$ cat src/rtl/tlb_ctrl.sv
// rtl/tlb_ctrl.sv - 8-entry TLB controller: associative tag lookup, entry writes, flush walk
// Tags and valid bits live in flops; PTE data lives in an external 8-word RAM.
module tlb_ctrl #(
  parameter int VPN_W = 20,
  parameter int PTE_W = 24
) (
  input  logic             clk,
  input  logic             rst,
  input  logic             lk_req,
  input  logic [VPN_W-1:0] lk_vpn,
  output logic             lk_ack,
  output logic             lk_hit,
  output logic [PTE_W-1:0] lk_pte,
  input  logic             wr_req,
  input  logic             wr_random,
  input  logic [2:0]       wr_index,
  input  logic [VPN_W-1:0] wr_vpn,
  input  logic [PTE_W-1:0] wr_pte,
  output logic             wr_ack,
  output logic [2:0]       wr_used_idx,
  input  logic             flush_req,
  output logic             flush_done,
  output logic             busy,
  output logic [2:0]       ram_addr,
  output logic [PTE_W-1:0] ram_data,
  output logic             ram_we,
  input  logic [PTE_W-1:0] ram_q
);

  typedef enum logic {IDLE, FLUSH} state_t;

  state_t           state;
  logic [7:0]       valid;
  logic [VPN_W-1:0] tag [8];
  logic [2:0]       fcnt;
  logic [2:0]       rcnt;
  logic [2:0]       addr_q;

  logic             hit;
  logic [2:0]       match_idx;
  logic [2:0]       wr_idx;
  logic             idle;
  logic             acc_flush;
  logic             acc_wr;
  logic             acc_lk;

  // Scan high to low so the lowest-numbered matching entry wins.
  always_comb begin
    hit       = 1'b0;
    match_idx = 3'd0;
    for (int i = 7; i >= 0; i--) begin
      if (valid[i] && tag[i] == lk_vpn) begin
        hit       = 1'b1;
        match_idx = 3'(i);
      end
    end
  end

  // A request is never accepted while its own ack is still high.
  assign idle      = (state == IDLE) && !rst;
  assign acc_flush = idle && flush_req && !flush_done;
  assign acc_wr    = idle && !acc_flush && wr_req && !wr_ack;
  assign acc_lk    = idle && !acc_flush && !acc_wr && lk_req && !lk_ack;
  assign wr_idx    = wr_random ? rcnt : wr_index;
  assign busy      = (state == FLUSH);

  always_comb begin
    ram_we   = 1'b0;
    ram_data = '0;
    ram_addr = addr_q;
    if (!rst && state == FLUSH) begin
      ram_we   = 1'b1;
      ram_addr = fcnt;
    end else if (acc_wr) begin
      ram_we   = 1'b1;
      ram_addr = wr_idx;
      ram_data = wr_pte;
    end else if (acc_lk) begin
      ram_addr = match_idx;
    end
  end

  always_ff @(posedge clk) begin
    if (rst) begin
      state       <= IDLE;
      valid       <= '0;
      fcnt        <= 3'd0;
      rcnt        <= 3'd7;
      addr_q      <= 3'd0;
      lk_ack      <= 1'b0;
      lk_hit      <= 1'b0;
      lk_pte      <= '0;
      wr_ack      <= 1'b0;
      wr_used_idx <= 3'd0;
      flush_done  <= 1'b0;
    end else begin
      rcnt       <= rcnt - 3'd1;
      addr_q     <= ram_addr;
      lk_ack     <= acc_lk;
      wr_ack     <= acc_wr;
      flush_done <= 1'b0;
      case (state)
        IDLE: begin
          if (acc_flush) begin
            state <= FLUSH;
            fcnt  <= 3'd0;
          end
          if (acc_wr) begin
            // Drop any duplicate of the new tag so lookups never see two hits.
            for (int i = 0; i < 8; i++) begin
              if (valid[i] && tag[i] == wr_vpn) valid[i] <= 1'b0;
            end
            valid[wr_idx] <= 1'b1;
            tag[wr_idx]   <= wr_vpn;
            wr_used_idx   <= wr_idx;
          end
          if (acc_lk) begin
            lk_hit <= hit;
            lk_pte <= hit ? ram_q : '0;
          end
        end
        FLUSH: begin
          valid[fcnt] <= 1'b0;
          fcnt        <= fcnt + 3'd1;
          if (fcnt == 3'd7) begin
            state      <= IDLE;
            flush_done <= 1'b1;
          end
        end
        default: state <= IDLE;
      endcase
    end
  end

endmodule

$ cat config.mk
export PLATFORM = sky130hd
export DESIGN_NAME = tlb_ctrl
export DESIGN_NICKNAME = d
export VERILOG_FILES = /design/src/rtl/tlb_ctrl.sv
export SDC_FILE = /design/constraint.sdc
export NUM_CORES = 1
export LEC_CHECK = 0
export CAP_MARGIN = 20
export CORE_ASPECT_RATIO = 0.75
export CORE_MARGIN = 5
export CORE_UTILIZATION = 28
export DETAILED_ROUTE_END_ITERATION = 16
export HOLD_SLACK_MARGIN = 0.12
export PLACE_DENSITY = 0.58
export SYNTH_ARGS = -nofsm -noshare
export SYNTH_HDL_FRONTEND = slang
export SYNTH_SLANG_ARGS = --single-unit
$ cat constraint.sdc
create_clock -name clk -period 9.41 [get_ports clk]
set_clock_uncertainty 0.15 [all_clocks]
set_input_delay 2.823 -clock clk [delete_from_list [all_inputs] [get_ports clk]]
set_output_delay 2.823 -clock clk [all_outputs]
set_load 0.1 [all_outputs]
== Yosys cells after proc, flatten, opt, wreduce, memory -nomap -nowiden ==
Memory sizes are Yosys's and may differ from the RTL's.
Cells that the tools add are included.

* Input port bits: 97
* Latch bits: 0
* Register bits: 49
* RAM bits: 160
* Memories kept: 1
* Word-level logic and storage cells: 150
* Bits in read-only memories: 0

* Magnitude comparators: 4
* Reduce and logical (&&, ||, !) cells: 37
* Shifts and indexed selects: 0
* Add/sub/neg operators: 2
* Equal/unequal tests: 19
* Bitwise gates (word level): 4
* Multiply operators: 0
* Mux-type cells: 72
* Div/mod/pow operators: 0

{| class="wikitable"
|+ Memories
! memory !! depth !! bits a word !! read ports !! clocked after Yosys merged registers in !! write ports !! line !! text
|-
| tag || 8 || 20 || 8 || 0 || 1 || 34 || <nowiki>logic [VPN_W-1:0] tag [8];</nowiki>
|}

{| class="wikitable"
|+ Operators by type and width
! kind !! count
|-
| == test 20 bit || 16
|-
| two-way mux 24 bit || 3
|-
| two-way mux 1 bit || 50
|-
| two-way mux 3 bit || 13
|-
| logical AND 1 bit || 28
|-
| one-hot mux 8 bit (2 select lines) || 1
|-
| bitwise AND 8 bit || 1
|-
| < comparator 3 x 4 -> 1 bit (second input constant) || 2
|-
| two-way mux 8 bit || 1
|-
| inverter 8 bit || 1
|-
| bitwise OR 8 bit || 1
|-
| demux 1 bit (select 3 bit) || 2
|-
| >= comparator 3 x 1 -> 1 bit (second input constant) || 2
|-
| zero test 1 bit || 6
|-
| one-hot mux 3 bit (2 select lines) || 1
|-
| != test 2 bit (second input constant) || 2
|-
| AND reduction 2 bit || 2
|-
| adder 3 x 1 -> 3 bit (second input constant) || 1
|-
| == test 3 bit (second input constant) || 1
|-
| subtractor 3 x 1 -> 3 bit (second input constant) || 1
|-
| one-hot mux 1 bit (2 select lines) || 1
|-
| OR reduction 2 bit || 1
|-
| inverter 1 bit || 1
|}

== Depth between registers and ports, before layout ==
Gate-level depths: netlist of the first run.

* Depth in word-level cells: 15
* Depth in mapped cells: 10

== Worst setup path after synthesis of the first run ==
OpenSTA, ideal clock, no wires.

* Kind: input port to output port
* Start point: input lk_vpn[2]
* End point: output ram_addr[2]
* Required time: 6437 ps
* Buffers on the path: 1
* Path slack: -186 ps
* Arrival: 6623 ps
* Stages on the path: 8
* Cell sequence: buf_4 xnor2_1 or3b_1 nor4_1 a41oi_1 a311oi_1 a211oi_1 o32ai_1

* Word-level cells in the longest chain between the ends: 13
* Elaborated cells between the ends (all ways): 27
* Those cells by class: 8 x eq/ne; 11 x mux; 8 x reduce/logical

{| class="wikitable"
|+ Ends and longest elaborated chain
! what !! line !! text
|-
| start: declaration || 10 || <nowiki>input logic [VPN_W-1:0] lk_vpn,</nowiki>
|-
| == test 20 bit || 52 || <nowiki>if (valid[i] && tag[i] == lk_vpn) begin</nowiki>
|-
| logical AND 1 bit || 52 ||
|-
| two-way mux 3 bit (7 in series) || 52 ||
|-
| two-way mux 3 bit * || 52 ||
|-
| two-way mux 3 bit * || 78 || <nowiki>end else if (acc_lk) begin</nowiki>
|-
| two-way mux 3 bit * || 74 || <nowiki>end else if (acc_wr) begin</nowiki>
|-
| two-way mux 3 bit * || 71 || <nowiki>if (!rst && state == FLUSH) begin</nowiki>
|-
| end: declaration || 24 || <nowiki>output logic [2:0] ram_addr,</nowiki>
|}

Every way passes the cells marked *; elsewhere a longest branch is shown, timed or not.

== Final worst setup path of the first run ==
* Start point: input lk_vpn[1]
* End point: output ram_addr[1]

The elaborated chain is that of the path after synthesis.

==> impl_metrics.py, run 1 <==
metrics = {
    "worst_setup_path": {
        "startpoint": "lk_vpn[1]",
        "crit_arrival_ps": 6150,
        "startpoint_type": "input pin",
        "r2r_start": "busy$_SDFF_PP0_",
        "critical_path_class": "input pin to primary output",
        "end_kind": "primary output",
        "worstPathMaxFanout": 8,
        "worstPathRequired_ps": 6440,
        "rrSetupSlack_ps": 5900,
    },
    "route": {
        "drt-initial-drc-count": 733,
        "postRouteAntennaNets": 0,
        "route.vias.total": 8098,
        "drt-total-wl_mm": 40.3,
        "met1Wirelength_mm": 19.9,
        "wl_met2_mm": 16.0,
        "via_per_inst": 5.00,
        "dr.pass1.iters": 5,
        "highest_layer": "met4",
        "drc_errors": 0,
        "wl_met3_mm": 3.69,
        "detail_route.wl_per_cell_um": 24.9,
    },
    "clocking": {
        "ctsResizeCount": 0,
        "cts_root_buf": "clkbuf_16",
        "clk_latency_ps": 550,
        "cts_max_level": 1,
        "cts.clk_slew.worst_paths_ps": 60,
        "cts_tree": "yes",
        "postCtsHoldBufs": 0,
        "post-cts-setup-buffers": 0,
        "cts.path.max_buffers": 3,
        "cts.sinks": 209,
        "cts_made_buffers": 25,
    },
    "power_and_ir_drop": {
        "p_comb_share_pct": 13.2,
        "p_int_w": 0.00171,
        "peakVddDrop_uv": 112,
        "p_leak_nw": 4.63,
        "power_frac_seq_pct": 43.8,
        "p_total_w": 0.00231,
        "switching_share_pct": 25.9,
        "p_per_area_nw_per_um2": 161,
        "power.switching_w": 0.000597,
        "power.clock.fraction_pct": 43.0,
    },
    "synth": {
        "synth_seq_cells": 209,
        "async_reset_ff_share_pct": 0,
        "synth.net_count": 1016,
        "syn_area_sq_um": 10900,
        "synth_edf_count": 160,
        "synthFlopType": "edfxtp_1",
        "synth_cells": 916,
        "avgSynthCellArea_sq_um": 11.9,
        "yosysUniqueCellTypes": 52,
        "yosysWarnings": 0,
        "synth_seq_area_share_pct": 52.9,
    },
    "hold_path": {
        "hold_start": "rcnt[0]$_SDFF_PP1_",
        "hold_path.class": "flop to flop",
    },
    "timing": {
        "tightestPinTransition_ps": 1070,
        "post-route-min-period_ps": 9120,
        "rsz0062_at_grt": "false",
        "final.setup.tns_ps": 0,
        "setup_viol": 0,
        "fin_crit_sh_pct": 96.9,
        "slew_headroom_pct": 28.9,
        "setup_ws_ps": 291,
        "finalHoldViolations": 0,
        "maxSlewViolCount": 0,
        "max_freq_ghz": 0.110,
    },
    "outcome": {
        "outcome": "finished, final reports clean",
    },
    "floorplan": {
        "core_sq_um": 38400,
        "ios": 157,
        "die_x_um": 238,
        "initial_utilization_pct": 28.5,
        "fp-row-count": 62,
        "die_h_um": 181,
        "dieArea_sq_um": 43100,
    },
    "place": {
        "placed_cell_area_sq_um": 13500,
        "numPortBuffers": 156,
        "gp_congestion": 0.938,
        "dp_hpwl_mm": 30.2,
        "pre_cts_ws_ps": 374,
    },
    "final_layout": {
        "insertedDiodeCount": 0,
        "finalNetCount": 1190,
        "drive_above_1_share_pct": 12.1,
        "syn_to_final_growth_pct": 31.5,
        "most-common-layout-cells": "xnor2_1 (215), edfxtp_1 (160), clkdlybuf4s50_1 (128)",
        "finish.instance_area_sq_um": 14400,
        "final_common_cell": "xnor2_1",
    },
    "global_route": {
        "antenna_found_initial": 0,
        "grt_pass1_wl_mm": 57.9,
        "grt.overflow.total": 0,
        "grt_pass1_vias": 7989,
        "grt_use_total_pct": 18.1,
        "grt_max_degree": 31,
    },
    "job": {
        "drv_cap": 0,
    },
}
==> power by group through the flow <==
stage          clock, W  sequential (W)  combinational, W
3_5_place_dp          0         0.00103          0.000301
6_report       0.000993         0.00101          0.000305
4_1_cts         0.00101         0.00101          0.000302
2_1_floorplan         0         0.00104          0.000157
5_1_grt         0.00105         0.00101          0.000320
3_3_place_gp          0         0.00103          0.000301
==> metrics by stage <==
| stage | util [%] | hold WS, ps | instances |
|---|---|---|---|
| 2_1_floorplan | - | 230 | 916 |
| 3_3_place_gp | 35.2 | 243 | 1573 |
| 5_1_grt | 37.4 | 294 | 1621 |
| 3_5_place_dp | 35.2 | 247 | 1574 |
| 4_1_cts | 37.4 | 262 | 1620 |
| 6_report | 37.4 | 262 | 1621 |
==> cell usage after synthesis (10+ instances only) <==
cell type  count  area share [%]
a21oi_1       10            0.46
a22o_1        24             1.9
and2_1        26             1.5
buf_2         16            0.73
clkbuf_1      30             1.0
dfxtp_1       49             9.0
edfxtp_1     160              44
nand2_1       13            0.45
nand3_1       21            0.96
nand4_1       71             4.1
nor2_1        32             1.1
nor3_1        13            0.60
nor4_1        44             2.5
xnor2_1      215              17
xor2_1       104             8.3
==> sequential cells by signal (all words and copies together), names as in the netlist, 3 cells and up <==
register / flops
rcnt: 3
fcnt: 3
tag: 160
lk_pte: 24
wr_used_idx: 3
valid: 8
addr_q: 3
==> worst max-delay path: stages <==
cell and delay, ps:
clkdlybuf4s50_1 800, xnor2_1 600, nand4_1 160, nor4_1 300, nand4_1 310, nand2_1 150, nor2_1 50, a221oi_1 530
o32ai_2 200, buf_12 200
==> worst paths after layout <==
check	endpoint	cells after the start
max reg2reg	tag[3][3]$_DFFE_PP_	6
min	rcnt[0]$_SDFF_PP1_	1
max	ram_addr[1]	10
min reg2reg	rcnt[0]$_SDFF_PP1_	1
==> cells by family after synthesis <==
| logic type | count (synthesis) | share of synthesized area [%] |
|---|---|---|
| flip-flops | 209 | 52.9 |
| multiplexers | 2 | 0.195 |
| adder cells (fa/ha/maj) | 3 | 0.343 |
| AND/OR/NAND/NOR | 255 | 13.6 |
| XOR/XNOR | 321 | 25.9 |
| AO/OA/AOI/OAI | 64 | 4.53 |
| buffers and inverters | 62 | 2.59 |
==> cell type report <==
class,count,area [sq um]
fillers,3741,24000
flip-flops and latches,209,5790
multi-input cells,645,4890
repair buffers,201,2190
clock buffers,32,676
well taps,512,641
clock inverters,14,156
inverters,8,30.0
==> layer usage <==
| metal | track usage [%] | up-vias |
|---|---|---|
| li1 | - | 3658 |
| met1 | 28.3 | 4071 |
| met2 | 24.6 | 330 |
| met3 | 5.73 | 39 |
| met4 | 2.91 | 0 |
| met5 | 0 | - |
Note: power is estimated with default switching activity, not from simulation.
==> run 2, diff against run 1 <==
CORE_UTILIZATION = 50   (was 28)
CTS_BUF_LIST = sky130_fd_sc_hd__clkbuf_16   (was unset)
PLACE_DENSITY = 0.85   (was 0.58)
==> impl_metrics.py, run 2 (synthesis results as in run 1) <==
metrics = {
    "outcome": {
        "outcome": "finished, final reports clean",
    },
    "worst_setup_path": {
        "crit_top_cell": "o21ai_0",
        "worstPathMaxFanout": 7,
        "crit_arrival_ps": 6100,
        "critical_path.slowest_cell": "clkdlybuf4s50_1",
        "startpoint_type": "input pin",
        "worstPathRequired_ps": 6440,
        "critical_path_class": "input pin to primary output",
        "end_kind": "primary output",
        "rr_worst_depth": 6,
        "worst_path_largest_cell_delay_ps": 990,
        "crit_chain": "clkdlybuf4s50_1, xor2_1, nor4_1, nand4_1, a311oi_1, o21ai_0, a21oi_1, o21ai_0, o22ai_1, buf_12",
    },
    "floorplan": {
        "die_h_um": 138,
        "die_x_um": 181,
        "initial_utilization_pct": 51.2,
        "ios": 157,
        "core_sq_um": 21400,
        "dieArea_sq_um": 25000,
        "fp-row-count": 46,
    },
    "final_layout": {
        "insertedDiodeCount": 0,
        "syn_to_final_growth_pct": 26.5,
        "seq_area_sq_um": 5790,
        "regMostFlops": "tag",
        "final_common_cell": "xnor2_1",
        "finalNetCount": 1176,
        "largest_register_ffs": 160,
        "multiInputGateArea_sq_um": 4890,
        "nFillCells": 1571,
        "drive_above_1_share_pct": 10.7,
        "most-common-layout-cells": "xnor2_1 (215), edfxtp_1 (160), clkdlybuf4s50_1 (128)",
        "top_regs": "tag x160, lk_pte x24, valid x8",
        "final_core_util_pct": 64.8,
    },
    "clocking": {
        "cts_made_buffers": 21,
        "cts.sinks": 209,
        "cts.path.max_buffers": 3,
        "cts_root_buf": "clkbuf_16",
        "ctsResizeCount": 0,
        "cts_tree": "yes",
        "cts.clk_slew.worst_paths_ps": 60,
        "postCtsHoldBufs": 0,
        "cts_max_level": 1,
        "clk_latency_ps": 520,
        "post-cts-setup-buffers": 0,
    },
    "route": {
        "drt-initial-drc-count": 1160,
        "detail_route.wl_per_cell_um": 25.7,
        "drt-total-wl_mm": 35.4,
        "drc_errors": 0,
        "dr.pass1.iters": 5,
        "via_per_inst": 5.98,
        "postRouteAntennaNets": 0,
        "route.vias.total": 8246,
    },
    "hold_path": {
        "hold_path.class": "flop to flop",
        "worstHoldPathCells": 1,
    },
    "power_and_ir_drop": {
        "power.clock.fraction_pct": 37.9,
        "power.switching_w": 0.000561,
        "switching_share_pct": 26.6,
        "peakVddDrop_uv": 156,
        "p_int_w": 0.00154,
        "p_comb_share_pct": 14.2,
        "p_leak_nw": 4.50,
        "p_per_area_nw_per_um2": 152,
        "power_frac_seq_pct": 47.9,
    },
    "global_route": {
        "met1_usage_pct": 39.9,
        "grt_use_total_pct": 27.2,
        "grt_use_met3_pct": 11.6,
        "met2_usage_pct": 37.8,
        "grt_pass1_wl_mm": 51.9,
        "busiest_layer": "met1",
        "antenna_found_initial": 1,
        "grt.overflow.total": 0,
        "grt_pass1_vias": 7960,
        "grt_max_degree": 31,
    },
    "timing": {
        "maxSlewViolCount": 0,
        "setup_viol": 0,
        "final.setup.tns_ps": 0,
        "fin_crit_sh_pct": 96.4,
        "finalHoldViolations": 0,
        "tightestPinTransition_ps": 1080,
        "slew_headroom_pct": 27.8,
        "max_freq_ghz": 0.110,
        "rsz0062_at_grt": "false",
        "post-route-min-period_ps": 9070,
    },
    "place": {
        "numPortBuffers": 156,
        "dp_hpwl_mm": 25.8,
        "gp_congestion": 1.02,
    },
    "job": {
        "drv_cap": 0,
    },
}
[run 2: cell count changes in the layout (fill, tap and decap cells not counted), sizes merged]
cell / previous run / this run
bufinv: 3 / 0
clkbuf: 32 / 22
clkinvlp: 1 / 2
clkinv: 8 / 7
buf: 73 / 63
inv: 10 / 15
[run 2: area by class of cell]
type | instances | area share, %
multi-input cells | 645 | 35.4
clock buffers | 22 | 3.98
clock inverters | 16 | 0.633
repair buffers | 191 | 15.3
flip-flops and latches | 209 | 41.8
well taps | 288 | 2.61
inverters | 8 | 0.217
[run 2: critical path: cells and delay by family]
family	cells	cell delay, ps
buffers and inverters	2	1210
XOR/XNOR	1	230
AND/OR/NAND/NOR	2	520
AO/OA/AOI/OAI	5	1300
[run 2: final timing paths]
kind                      start                   end  slack (ps)
max                  lk_vpn[15]           ram_addr[0]         340
min          rcnt[0]$_SDFF_PP1_    rcnt[0]$_SDFF_PP1_         260
max reg2reg     busy$_SDFF_PP0_  tag[3][18]$_DFFE_PP_        6280
min reg2reg  rcnt[0]$_SDFF_PP1_    rcnt[0]$_SDFF_PP1_         260
[run 2: power by group through the flow]
| stage | Combinational, W | Sequential, W | Clock, W |
|---|---|---|---|
| after floorplan | 0.000157 | 0.00104 | 0 |
| after global placement | 0.000289 | 0.00103 | 0 |
| after detailed placement | 0.000291 | 0.00103 | 0 |
| after CTS | 0.000293 | 0.00101 | 0.000802 |
| after global routing | 0.000311 | 0.00101 | 0.000843 |
| final | 0.000299 | 0.00101 | 0.000798 |
[run 2: routing by layer]
metal	part of all wire [%]	vias up	wire [um]
li1	-	3625	-
met1	41	3983	14600
met5	0	-	0
met4	2.1	0	729
met2	41	588	14500
met3	16	50	5600
[run 2: per-stage QoR]
| step | area, sq um | total power, W | setup slack (ps) | instances | hold slack [ps] |
|---|---|---|---|---|---|
| 2_1_floorplan | 10900 | 0.00119 | 827 | 916 | 230 |
| 3_3_place_gp | 13100 | 0.00132 | 448 | 1337 | 244 |
| 3_5_place_dp | 13100 | 0.00132 | 476 | 1338 | 245 |
| 4_1_cts | 13800 | 0.00210 | 464 | 1376 | 261 |
| 5_1_grt | 13800 | 0.00216 | 211 | 1379 | 281 |
| 6_report | 13800 | 0.00211 | 336 | 1379 | 258 |
==> run 3, diff against run 2 <==
CAP_MARGIN = unset   (was 20)
CORE_UTILIZATION = 59   (was 50)
CTS_CLUSTER_SIZE = 14   (was unset)
PLACE_DENSITY = 0.95   (was 0.85)
==> impl_metrics.py, run 3 (synthesis results as in run 1) <==
metrics = {
    "floorplan": {
        "die_h_um": 128,
        "initial_utilization_pct": 59.6,
        "die_x_um": 167,
        "ios": 157,
        "fp-row-count": 43,
        "core_sq_um": 18300,
        "dieArea_sq_um": 21400,
    },
    "global_route": {
        "grt_pass1_wl_mm": 52.6,
        "grt.overflow.total": 0,
        "antenna_found_initial": 0,
        "grt_use_total_pct": 33.0,
        "grt_max_degree": 41,
        "met2_usage_pct": 47.3,
        "met1_usage_pct": 46.6,
        "busiest_layer": "met2",
        "grt_use_met3_pct": 15.7,
        "grt_pass1_vias": 8168,
    },
    "final_layout": {
        "finalNetCount": 1175,
        "syn_to_final_growth_pct": 25.6,
        "most-common-layout-cells": "xnor2_1 (215), edfxtp_1 (160), clkdlybuf4s50_1 (128)",
        "regMostFlops": "tag",
        "top_regs": "tag x160, lk_pte x24, valid x8",
        "final_common_cell": "xnor2_1",
        "nFillCells": 1169,
        "drive_above_1_share_pct": 10.5,
        "largest_register_ffs": 160,
        "insertedDiodeCount": 0,
    },
    "timing": {
        "maxSlewViolCount": 0,
        "final.setup.tns_ps": 0,
        "finalHoldViolations": 0,
        "whs_ps": 264,
        "slew_headroom_pct": 15.2,
        "rsz0062_at_grt": "false",
        "max_freq_ghz": 0.111,
        "post-route-min-period_ps": 8990,
        "setup_viol": 0,
        "fin_crit_sh_pct": 95.5,
        "tightestPinTransition_ps": 1270,
    },
    "power_and_ir_drop": {
        "p_per_area_nw_per_um2": 153,
        "peakVddDrop_uv": 154,
        "p_leak_nw": 4.49,
        "p_total_w": 0.00210,
    },
    "worst_setup_path": {
        "critical_path_class": "input pin to primary output",
        "r2r_start": "busy$_SDFF_PP0_",
        "worst_path_largest_cell_delay_ps": 850,
        "worstPathRequired_ps": 6440,
        "critical_path.slowest_cell": "clkdlybuf4s50_1",
        "crit_arrival_ps": 6020,
        "worstPathMaxFanout": 8,
        "startpoint_type": "input pin",
        "crit_top_cell": "o21ai_0",
        "startpoint": "lk_vpn[13]",
        "end_kind": "primary output",
        "crit_chain": "clkdlybuf4s50_1, xor2_1, nor3b_1, nand4_1, a311oi_1, buf_4, o21ai_0, a21oi_1, o21ai_0, o22ai_1, buf_12",
    },
    "place": {
        "numPortBuffers": 156,
        "dp_hpwl_mm": 25.9,
        "gp_congestion": 1.03,
    },
    "route": {
        "drt-initial-drc-count": 1160,
        "detail_route.wl_per_cell_um": 27.2,
        "dr.pass1.iters": 8,
        "route.vias.total": 8464,
        "via_per_inst": 6.33,
        "drc_errors": 0,
        "postRouteAntennaNets": 0,
        "drt-total-wl_mm": 36.3,
    },
    "job": {
        "drv_cap": 0,
    },
    "outcome": {
        "outcome": "finished, final reports clean",
    },
    "clocking": {
        "post-cts-setup-buffers": 0,
        "cts_root_buf": "clkbuf_16",
        "cts_tree": "yes",
        "postCtsHoldBufs": 0,
        "ctsResizeCount": 0,
        "cts_max_level": 1,
        "cts_made_buffers": 21,
        "cts.sinks": 209,
        "clk_latency_ps": 510,
        "cts.clk_slew.worst_paths_ps": 70,
        "cts.path.max_buffers": 3,
    },
    "hold_path": {
        "hold_path.class": "flop to flop",
        "hold_start": "rcnt[0]$_SDFF_PP1_",
    },
}
run 3: changes by cell type in the layout (fill, tap and decap cells not counted), sizes merged:
cell      change
buf           -1
clkinv        +2
clkinvlp      -2
run 3: worst max-delay path, delay by kind of cell:
| family | cells | cell delay (ps) |
|---|---|---|
| xor gates and xnor gates | 1 | 370 |
| AOI/OAI and AO/OA | 5 | 1130 |
| and+or+nand+nor | 2 | 460 |
| buffers and inverters | 3 | 1240 |
run 3: per-stage QoR:
step / cells / worst slack [ps] / util [%] / cell area (sq um)
after global placement: 1299 / 602 / 71.4 / 13100
final: 1337 / 419 / 74.9 / 13700
after CTS: 1337 / 571 / 74.9 / 13700
after floorplan: 916 / 827 / - / 10900
after global routing: 1337 / 317 / 74.9 / 13700
after detailed placement: 1299 / 547 / 71.4 / 13100
run 3: worst paths after layout:
check | slack (ps) | cells after the start | endpoint
max reg2reg | 5900 | 6 | tag[5][4]$_DFFE_PP_
min | 260 | 1 | rcnt[0]$_SDFF_PP1_
max | 420 | 11 | ram_addr[0]
min reg2reg | 260 | 1 | rcnt[0]$_SDFF_PP1_
run 3: final cells by class:
cell class | count | area [sq um] | area share [%]
Clock inverter | 16 | 81.3 | 0.592
Timing Repair Buffer | 190 | 2080 | 15.2
Tap cell | 247 | 309 | 2.25
Clock buffer | 22 | 551 | 4.01
Sequential cell | 209 | 5790 | 42.1
Multi-Input combinational cell | 645 | 4890 | 35.6
Inverter | 8 | 30.0 | 0.219
run 3: layer usage:
metal / wire length [um] / vias to the layer above
met5: 0 / -
met4: 829 / 0
met3: 5950 / 80
met2: 15100 / 658
met1: 14500 / 4091
li1: - / 3635
run 3: where the power goes:
part           switching [W]  internal [W]  total [W]  leakage [nW]
Sequential        0.00000926       0.00100    0.00101          1.84
Clock               0.000362      0.000426   0.000787         0.334
Combinational       0.000183      0.000117   0.000300          2.32
Total               0.000554       0.00154    0.00210          4.49
